`src/rtl/i_decode_pkg.sv`:
```
// Shared constants, control-field layout and main-control decode for the ID stage.
package i_decode_pkg;

  localparam logic [5:0] OP_RTYPE = 6'h00;
  localparam logic [5:0] OP_LW    = 6'h23;
  localparam logic [5:0] OP_SW    = 6'h2B;
  localparam logic [5:0] OP_BEQ   = 6'h04;

  typedef enum logic [1:0] {
    ALUOP_ADD   = 2'b00,
    ALUOP_SUB   = 2'b01,
    ALUOP_FUNCT = 2'b10
  } aluop_e;

  localparam int WB_W = 2;
  localparam int M_W  = 3;
  localparam int EX_W = 4;

  localparam int WB_REGWRITE = 1;
  localparam int WB_MEMTOREG = 0;
  localparam int M_BRANCH    = 2;
  localparam int M_MEMREAD   = 1;
  localparam int M_MEMWRITE  = 0;
  localparam int EX_REGDST   = 3;
  localparam int EX_ALUOP_HI = 2;
  localparam int EX_ALUOP_LO = 1;
  localparam int EX_ALUSRC   = 0;

  typedef struct packed {
    logic [WB_W-1:0] wb;
    logic [M_W-1:0]  m;
    logic [EX_W-1:0] ex;
  } ctrl_t;

  // Unrecognised opcodes fall through to an all-zero bubble.
  function automatic ctrl_t decode_ctrl(input logic [5:0] opcode);
    ctrl_t c;
    c = '0;
    case (opcode)
      OP_RTYPE: begin
        c.wb[WB_REGWRITE]               = 1'b1;
        c.ex[EX_REGDST]                 = 1'b1;
        c.ex[EX_ALUOP_HI:EX_ALUOP_LO]   = ALUOP_FUNCT;
      end
      OP_LW: begin
        c.wb[WB_REGWRITE]               = 1'b1;
        c.wb[WB_MEMTOREG]               = 1'b1;
        c.m[M_MEMREAD]                  = 1'b1;
        c.ex[EX_ALUOP_HI:EX_ALUOP_LO]   = ALUOP_ADD;
        c.ex[EX_ALUSRC]                 = 1'b1;
      end
      OP_SW: begin
        c.m[M_MEMWRITE]                 = 1'b1;
        c.ex[EX_ALUOP_HI:EX_ALUOP_LO]   = ALUOP_ADD;
        c.ex[EX_ALUSRC]                 = 1'b1;
      end
      OP_BEQ: begin
        c.m[M_BRANCH]                   = 1'b1;
        c.ex[EX_ALUOP_HI:EX_ALUOP_LO]   = ALUOP_SUB;
      end
      default: c = '0;
    endcase
    return c;
  endfunction

endpackage

```
`src/rtl/regfile.sv`:
```
// 32-entry 2R1W register file, register 0 hardwired to zero.
// Define I_DECODE_WB_BYPASS_EN to forward a same-cycle write to the read ports.
module regfile import i_decode_pkg::*; #(
  parameter int DATA_W = 32
) (
  input  logic              clock,
  input  logic              reset,
  input  logic [4:0]        rd_addr_a,
  input  logic [4:0]        rd_addr_b,
  output logic [DATA_W-1:0] rd_data_a,
  output logic [DATA_W-1:0] rd_data_b,
  input  logic              wr_en,
  input  logic [4:0]        wr_addr,
  input  logic [DATA_W-1:0] wr_data
);

  logic [DATA_W-1:0] regs [32];

  // Reset wins over a coincident write-back, which is simply dropped.
  always_ff @(posedge clock) begin
    if (!reset) begin
      for (int i = 0; i < 32; i++) regs[i] <= '0;
    end else if (wr_en && (wr_addr != 5'd0)) begin
      regs[wr_addr] <= wr_data;
    end
  end

  always_comb begin
    rd_data_a = (rd_addr_a == 5'd0) ? '0 : regs[rd_addr_a];
    rd_data_b = (rd_addr_b == 5'd0) ? '0 : regs[rd_addr_b];
`ifdef I_DECODE_WB_BYPASS_EN
    if (wr_en && (wr_addr != 5'd0) && (wr_addr == rd_addr_a)) rd_data_a = wr_data;
    if (wr_en && (wr_addr != 5'd0) && (wr_addr == rd_addr_b)) rd_data_b = wr_data;
`endif
  end

endmodule

```
`src/rtl/i_decode.sv`:
```
// ID stage: main-control decode, load-use hazard detection and the ID/EX register.
// Optional macro I_DECODE_WB_BYPASS_EN enables write-through in the register file.
module i_decode import i_decode_pkg::*; #(
  parameter int DATA_W = 32
) (
  input  logic              clock,
  input  logic              reset,
  input  logic [31:0]       IF_ID_IR,
  input  logic [DATA_W-1:0] IF_ID_NPC,
  input  logic              EX_MEM_PCSrc,
  input  logic              MEM_WB_RegWrite,
  input  logic [4:0]        MEM_WB_WriteReg,
  input  logic [DATA_W-1:0] MEM_WB_WriteData,
  output logic [DATA_W-1:0] ID_EX_NPC,
  output logic [DATA_W-1:0] ID_EX_A,
  output logic [DATA_W-1:0] ID_EX_B,
  output logic [DATA_W-1:0] ID_EX_Imm,
  output logic [4:0]        ID_EX_rt,
  output logic [4:0]        ID_EX_rd,
  output logic [WB_W-1:0]   ID_EX_WB,
  output logic [M_W-1:0]    ID_EX_M,
  output logic [EX_W-1:0]   ID_EX_EX,
  output logic              stall
);

  logic [5:0]        opcode;
  logic [4:0]        rs, rt, rd;
  logic [DATA_W-1:0] rs_data, rt_data, imm_ext;
  ctrl_t             dec_ctrl;
  logic              bubble;

  assign opcode   = IF_ID_IR[31:26];
  assign rs       = IF_ID_IR[25:21];
  assign rt       = IF_ID_IR[20:16];
  assign rd       = IF_ID_IR[15:11];
  assign imm_ext  = {{(DATA_W-16){IF_ID_IR[15]}}, IF_ID_IR[15:0]};
  assign dec_ctrl = decode_ctrl(opcode);

  regfile #(.DATA_W(DATA_W)) u_regfile (
    .clock     (clock),
    .reset     (reset),
    .rd_addr_a (rs),
    .rd_addr_b (rt),
    .rd_data_a (rs_data),
    .rd_data_b (rt_data),
    .wr_en     (MEM_WB_RegWrite),
    .wr_addr   (MEM_WB_WriteReg),
    .wr_data   (MEM_WB_WriteData)
  );

  // A taken branch squashes the instruction anyway, so it masks the load-use stall.
  assign stall  = !EX_MEM_PCSrc && ID_EX_M[M_MEMREAD] && (ID_EX_rt != 5'd0) &&
                  ((ID_EX_rt == rs) || (ID_EX_rt == rt));
  assign bubble = stall || EX_MEM_PCSrc;

  always_ff @(posedge clock) begin
    if (!reset) begin
      ID_EX_NPC <= '0;
      ID_EX_A   <= '0;
      ID_EX_B   <= '0;
      ID_EX_Imm <= '0;
      ID_EX_rt  <= '0;
      ID_EX_rd  <= '0;
      ID_EX_WB  <= '0;
      ID_EX_M   <= '0;
      ID_EX_EX  <= '0;
    end else begin
      ID_EX_NPC <= IF_ID_NPC;
      ID_EX_A   <= rs_data;
      ID_EX_B   <= rt_data;
      ID_EX_Imm <= imm_ext;
      ID_EX_rt  <= rt;
      ID_EX_rd  <= rd;
      ID_EX_WB  <= bubble ? '0 : dec_ctrl.wb;
      ID_EX_M   <= bubble ? '0 : dec_ctrl.m;
      ID_EX_EX  <= bubble ? '0 : dec_ctrl.ex;
    end
  end

endmodule

```
`config.mk`:
```
export PLATFORM = sky130hd
export DESIGN_NAME = i_decode
export DESIGN_NICKNAME = d
export VERILOG_FILES = /design/src/rtl/i_decode_pkg.sv /design/src/rtl/regfile.sv /design/src/rtl/i_decode.sv
export SDC_FILE = /design/constraint.sdc
export NUM_CORES = 2
export LEC_CHECK = 0
export ABC_CLOCK_PERIOD_IN_PS = 7400
export BUFFER_PORTS_ARGS = -buffer_cell sky130_fd_sc_hd__buf_4
export CORE_ASPECT_RATIO = 0.7
export CORE_MARGIN = 3
export CORE_UTILIZATION = 58
export DETAILED_ROUTE_END_ITERATION = 8
export GPL_TIMING_DRIVEN = 0
export HOLD_SLACK_MARGIN = 0.1
export PLACE_DENSITY = 0.86
export SLEW_MARGIN = 20
export SYNTH_ARGS = -nofsm -noshare
export SYNTH_HDL_FRONTEND = slang
export SYNTH_SLANG_ARGS = --single-unit
```
`constraint.sdc`:
```
create_clock -name clock -period 7.4 [get_ports clock]
set_input_delay 1.11 -clock clock [delete_from_list [all_inputs] [get_ports clock]]
set_output_delay 1.11 -clock clock [all_outputs]
set_load 0.1 [all_outputs]
```
Yosys cells after proc, flatten, opt, wreduce, memory -nomap -nowiden
Memories as Yosys holds them, arrays and structs flattened. A register that Yosys moved wholly into a read port is not among the register bits. Index checks and enable logic that the tools add are counted. W data, S select, Z words.

Register bits after elaboration: 67. RAM bits: 1024. Input bits: 105. Output and inout bits: 148. Logic and storage cells: 46. Memories kept: 1.

Eq/ne operators: 5. Mux-type cells: 14. Bitwise operators: 1. Reductions and logical operators: 18.

Memories: u_regfile.regs (depth 32, width 32, read ports 2, clocked after Yosys merged registers in 2, wr ports 32, line regfile.sv:17) `logic [DATA_W-1:0] regs [32];`.

Operator list (number): $mux W32 (1); $reduce_or A32 Y1 (1); $eq A6 B6 Y1 const B (2); $mux W1 (11); $eq A5 B5 Y1 (2); $logic_not A5 Y1 (2); $reduce_bool A5 Y1 (2); $reduce_or A2 Y1 (5); $eq A6 B3 Y1 const B (1); $logic_not A6 Y1 (1); $mux W5 (1); $logic_and A1 B1 Y1 (4); $pmux W2 S2 (1); $logic_or A1 B1 Y1 (2); $logic_not A1 Y1 (1); $not A1 Y1 (1).

Depth between registers and ports, before layout
Depth in word-level cells: 7. Mapped depth: 8. Gate-level depth less buffers: 4.

By module
Synthesis repeated with hierarchy kept, for this count alone.

Cell total of the unflattened synthesis: 3824. Area total of the unflattened synthesis: 57906.8 µm².

By module, submodules not included: regfile (times used 1, cells an instance 3509, area an instance 54204.5 µm², sequential area each 30749.5 µm²); i_decode (times used 1, cells an instance 315, area an instance 3702.3 µm², sequential area each 2482.4 µm²).

Worst setup path after synthesis
No wires, ideal clock.

Path kind: input port to flip-flop. From: input port reset. To: memory u_regfile.regs[4][0] (enable). Library setup time: 0.466 ns. Arrival time: 4.152 ns. Data required time: 6.934 ns. Slack: 2.783 ns. Cell stages on the path: 5. Path buffers: 2. Cell sequence: buf_2 -> nand2_1 -> or3_1 -> buf_2 -> o21ai_0.

RTL lines: from (decl) (line i_decode.sv:7) `input logic reset,`; to (decl) (line regfile.sv:17).

Final worst setup path
From: input port IF_ID_IR[16]. To: output port stall.

Cells in the longest elaborated chain, start to end: 3.

Ends and longest elaborated chain: from (decl) (line i_decode.sv:8) `input logic [31:0] IF_ID_IR,`; $eq A5 B5 Y1 (line i_decode.sv:53) `((ID_EX_rt == rs) || (ID_EX_rt == rt));`; $logic_or A1 B1 Y1 (line i_decode.sv:53); $logic_and A1 B1 Y1 (line i_decode.sv:52) `assign stall = !EX_MEM_PCSrc && ID_EX_M[M_MEMREAD] && (ID_EX_rt != 5'd0) &&`; to (decl) (line i_decode.sv:23) `output logic stall`.

Every way passes these cells.

==> key figures <==
Die
  • Row count: 96
  • Die X: 384 um
  • Initial Util: 58.8%
  • DIE HEIGHT: 271 um
  • Die area: 104000 um^2
  • Num ports: 253
  • Area of the core: 98600 um^2

Worst setup path
  • Reg2reg path depth: 4
  • R2R Setup Slk: 4.89 ns
  • Worst Path Max Fanout: 10
  • Critical Path Start Type: input pin
  • Worst path top cell family by delay: buffers and inverters
  • RR Endpoint: ID_EX_A[3]
  • CP endpoint: stall
  • WP data arrival: 3.51 ns
  • Required @ worst endpoint: 6.29 ns
  • CP bufs+invs: 4
  • Worst Setup SP: IF_ID_IR[16]
  • R2r startpoint: u_regfile.regs[0][3]
  • Worst Setup End Kind: output port
  • WS Path Type: in -> out
  • Crit-path max cell delay: 0.75 ns
  • Worst path depth: 8
  • CP most frequent cell: buf_6
  • Worst path cell trace: buf_2 -> buf_6 -> buf_6 -> xnor2_1 -> nand3_1 -> o22ai_1 -> and2_1 -> buf_4
  • Worst path slowest cell: o22ai_1

Layout
  • Final core area utilization: 67.9%
  • Share of cells above drive strength 1: 25.7%
  • Most frequent cells in the layout: and2_1, edfxtp_1, mux4_2
  • Non-Filler Instances: 5737
  • FILL cells: 6502
  • Final net count: 4422
  • Commonest non-fill, non-tap cell in the layout: and2_1
  • Area grow syn2layout: 15.5%

Drt
  • Iter 0 DRT Violations: 8231
  • Total number of vias: 41136
  • DRT Pass-1 Iters: 9
  • Avg WL per Cell: 35.8 um
  • DRT antenna net count: 0
  • Via density: 7.17
  • DRC Markers: 1
  • Detailed Route WL: 205000 um

Synthesis
  • YS warnings: 0
  • Post-synthesis sequential area ratio: 57.3%
  • FF+latch count, synth: 1149
  • Main synth FF type: edfxtp_1
  • EDFF count, synth: 1024
  • Mapped cell area: 58000 um^2
  • Post-Syn Instances: 3868
  • Unique masters post-synth: 44
  • Synthesized area per cell: 15.0 um^2
  • Async S/R FF share, synth: 0%

GRT
  • GR Overflow Total: 0
  • Initial antenna violation count: 11
  • Global-route wire length before repair: 287000 um
  • Total global-route track usage: 39.2%
  • Largest net degree at the start of global routing: 21
  • Vias in the first global route: 40143

Job
  • Max-Cap Viols: 0

Clocking
  • Clock Tree Root: clkbuf_16
  • Hold buffers post-CTS: 0
  • H-tree levels: 3
  • # clock sinks: 1149
  • CTS tree: built
  • Post-CTS sizing: 0
  • Worst-Skew Late Latency: 0.73 ns
  • Clk buf depth: 3
  • Reg clk slew, reported paths: 0.06 ns
  • Cts bufs inserted: 107
  • Setup Buffers After CTS: 0

Timing
  • Fmax: 0.217 GHz
  • Tmin final: 4.62 ns
  • Final clock skew: 0.0237 ns
  • Hold Fails Final Rpt: 0
  • Final setup vio count: 0
  • Max-slew headroom: 0.752%
  • Worst slew pin tran: 1.49 ns
  • Fin worst setup slack: 2.78 ns
  • RSZ-0062 raised after global routing: false
  • Tcrit/Tclk final: 62.4%
  • Setup TNS: 0 ns
  • Fin. max-slew vios: 0

Power
  • Combinational power share: 15.5%
  • Power Density: 234 nW/um^2
  • Switch share: 27.5%
  • Clock power frac: 35.7%
  • Leak pwr: 24.3 nW
  • P_sw: 4.30 mW
  • Peak VDD IR: 0.230 mV
  • Reg power frac: 48.8%
  • Int Pwr: 11.3 mW

Place
  • Pre-CTS setup slack: 2.84 ns
  • Dpl hpwl: 149000 um
  • GPL Wtd Cong: 1.06
  • IO buf count: 246
  • Post-placement cell count: 5529

Status
  • Failing checks: design-rule violations
  • Status: finished with violations

Min path
  • Hold Path Class: in -> reg
  • Hold Startpoint: IF_ID_IR[3]
[worst reg2reg max path, cell delays in order (launching register included)]
cell and delay (ns):
edfxtp_1 0.36, mux4_2 0.24, mux2i_1 0.14, or2_2 0.33, a221oi_1 1.21
[sequential cells by signal, indices dropped and copies added, names as in the netlist]
| register | count |
|---|---|
| ID_EX_B | 32 |
| ID_EX_NPC | 32 |
| u_regfile.regs | 1024 |
| ID_EX_M | 2 |
| ID_EX_A | 32 |
| ID_EX_rt | 5 |
| ID_EX_EX | 4 |
| ID_EX_WB | 2 |
| ID_EX_Imm | 16 |
[cells by family (layout without fill, tap and decap cells)]
family                    after synthesis  count (layout)  synth area share, %
other                                   1              43              0.00647
DFF                                  1149            1149                 57.3
and+or+nand+nor                      1214            1214                 12.7
xor gates and xnor gates               10              10                0.151
AOI/OAI and AO/OA                     298             298                 4.10
buffers and inverters                 430             934                 3.47
muxes                                 766             766                 22.2
[cell usage after synthesis, types with 4 or more instances]
master / count / share of area [%]
a22oi_1: 63 / 0.82
mux4_2: 417 / 16
and2_1: 1048 / 11
a41oi_1: 31 / 0.47
a211oi_1: 5 / 0.065
buf_4: 56 / 0.73
a221oi_2: 15 / 0.39
o21ai_0: 31 / 0.27
o22a_1: 33 / 0.50
buf_2: 90 / 0.78
xnor2_1: 10 / 0.15
mux2i_1: 349 / 6.0
buf_1: 4 / 0.026
edfxtp_1: 1024 / 53
nor2_1: 34 / 0.22
dfxtp_1: 125 / 4.3
clkbuf_1: 267 / 1.7
buf_6: 10 / 0.19
o221ai_1: 64 / 0.97
or3_1: 4 / 0.043
a221oi_1: 16 / 0.24
or2_2: 31 / 0.33
nand2_1: 70 / 0.45
a2111oi_0: 4 / 0.060
a21oi_1: 32 / 0.28
[worst min-delay path by stage]
stage,to,slack [ns],cells after the start
after CTS,ID_EX_EX[2],0.56,2
final,ID_EX_Imm[3],0.59,2
after global routing,ID_EX_WB[0],0.59,2
after detailed placement,ID_EX_B[26],0.84,3
after floorplan,ID_EX_B[31],0.74,3
after global placement,ID_EX_B[26],0.78,3
[metal layers]
| metal | vias to the layer above | GRT usage (%) | share of wire [%] |
|---|---|---|---|
| met5 | - | 0.602 | 0.070 |
| met4 | 6 | 19.8 | 6.7 |
| met3 | 862 | 19.4 | 20 |
| met2 | 4591 | 53.7 | 41 |
| met1 | 20089 | 51.8 | 33 |
| li1 | 15588 | - | - |
[area by class of cell]
type / instances / area, um^2 / share of cell area [%]
well taps: 1323 / 1660 / 2.47
clock inverters: 37 / 319 / 0.477
repair buffers: 309 / 3390 / 5.06
flip-flops and latches: 1149 / 33300 / 49.7
clock buffers: 158 / 3110 / 4.64
plain buffers: 427 / 2010 / 3.00
diodes: 11 / 27.5 / 0.0411
multi-input cells: 2320 / 23200 / 34.6
inverters: 3 / 11.3 / 0.0168
[per-stage QoR]
step                total power [mW]  hold WS [ns]  cell area (um^2)
floorplan                       9.18         0.737             58100
global placement                9.93         0.783             61600
detailed placement              10.1         0.836             63500
CTS                             15.5         0.562             66900
global route                    15.9         0.586             66900
finish                          15.6         0.594             67000
[power groups by stage]
| stage | Combinational [mW] | Sequential, mW | Clock, mW |
|---|---|---|---|
| after floorplan | 1.09 | 8.09 | 0 |
| after global placement | 2.15 | 7.78 | 0 |
| after detailed placement | 2.32 | 7.76 | 0 |
| after CTS | 2.33 | 7.62 | 5.54 |
| after global routing | 2.44 | 7.66 | 5.80 |
| final | 2.42 | 7.64 | 5.59 |
No activity file was read; power rests on OpenSTA's default activity.
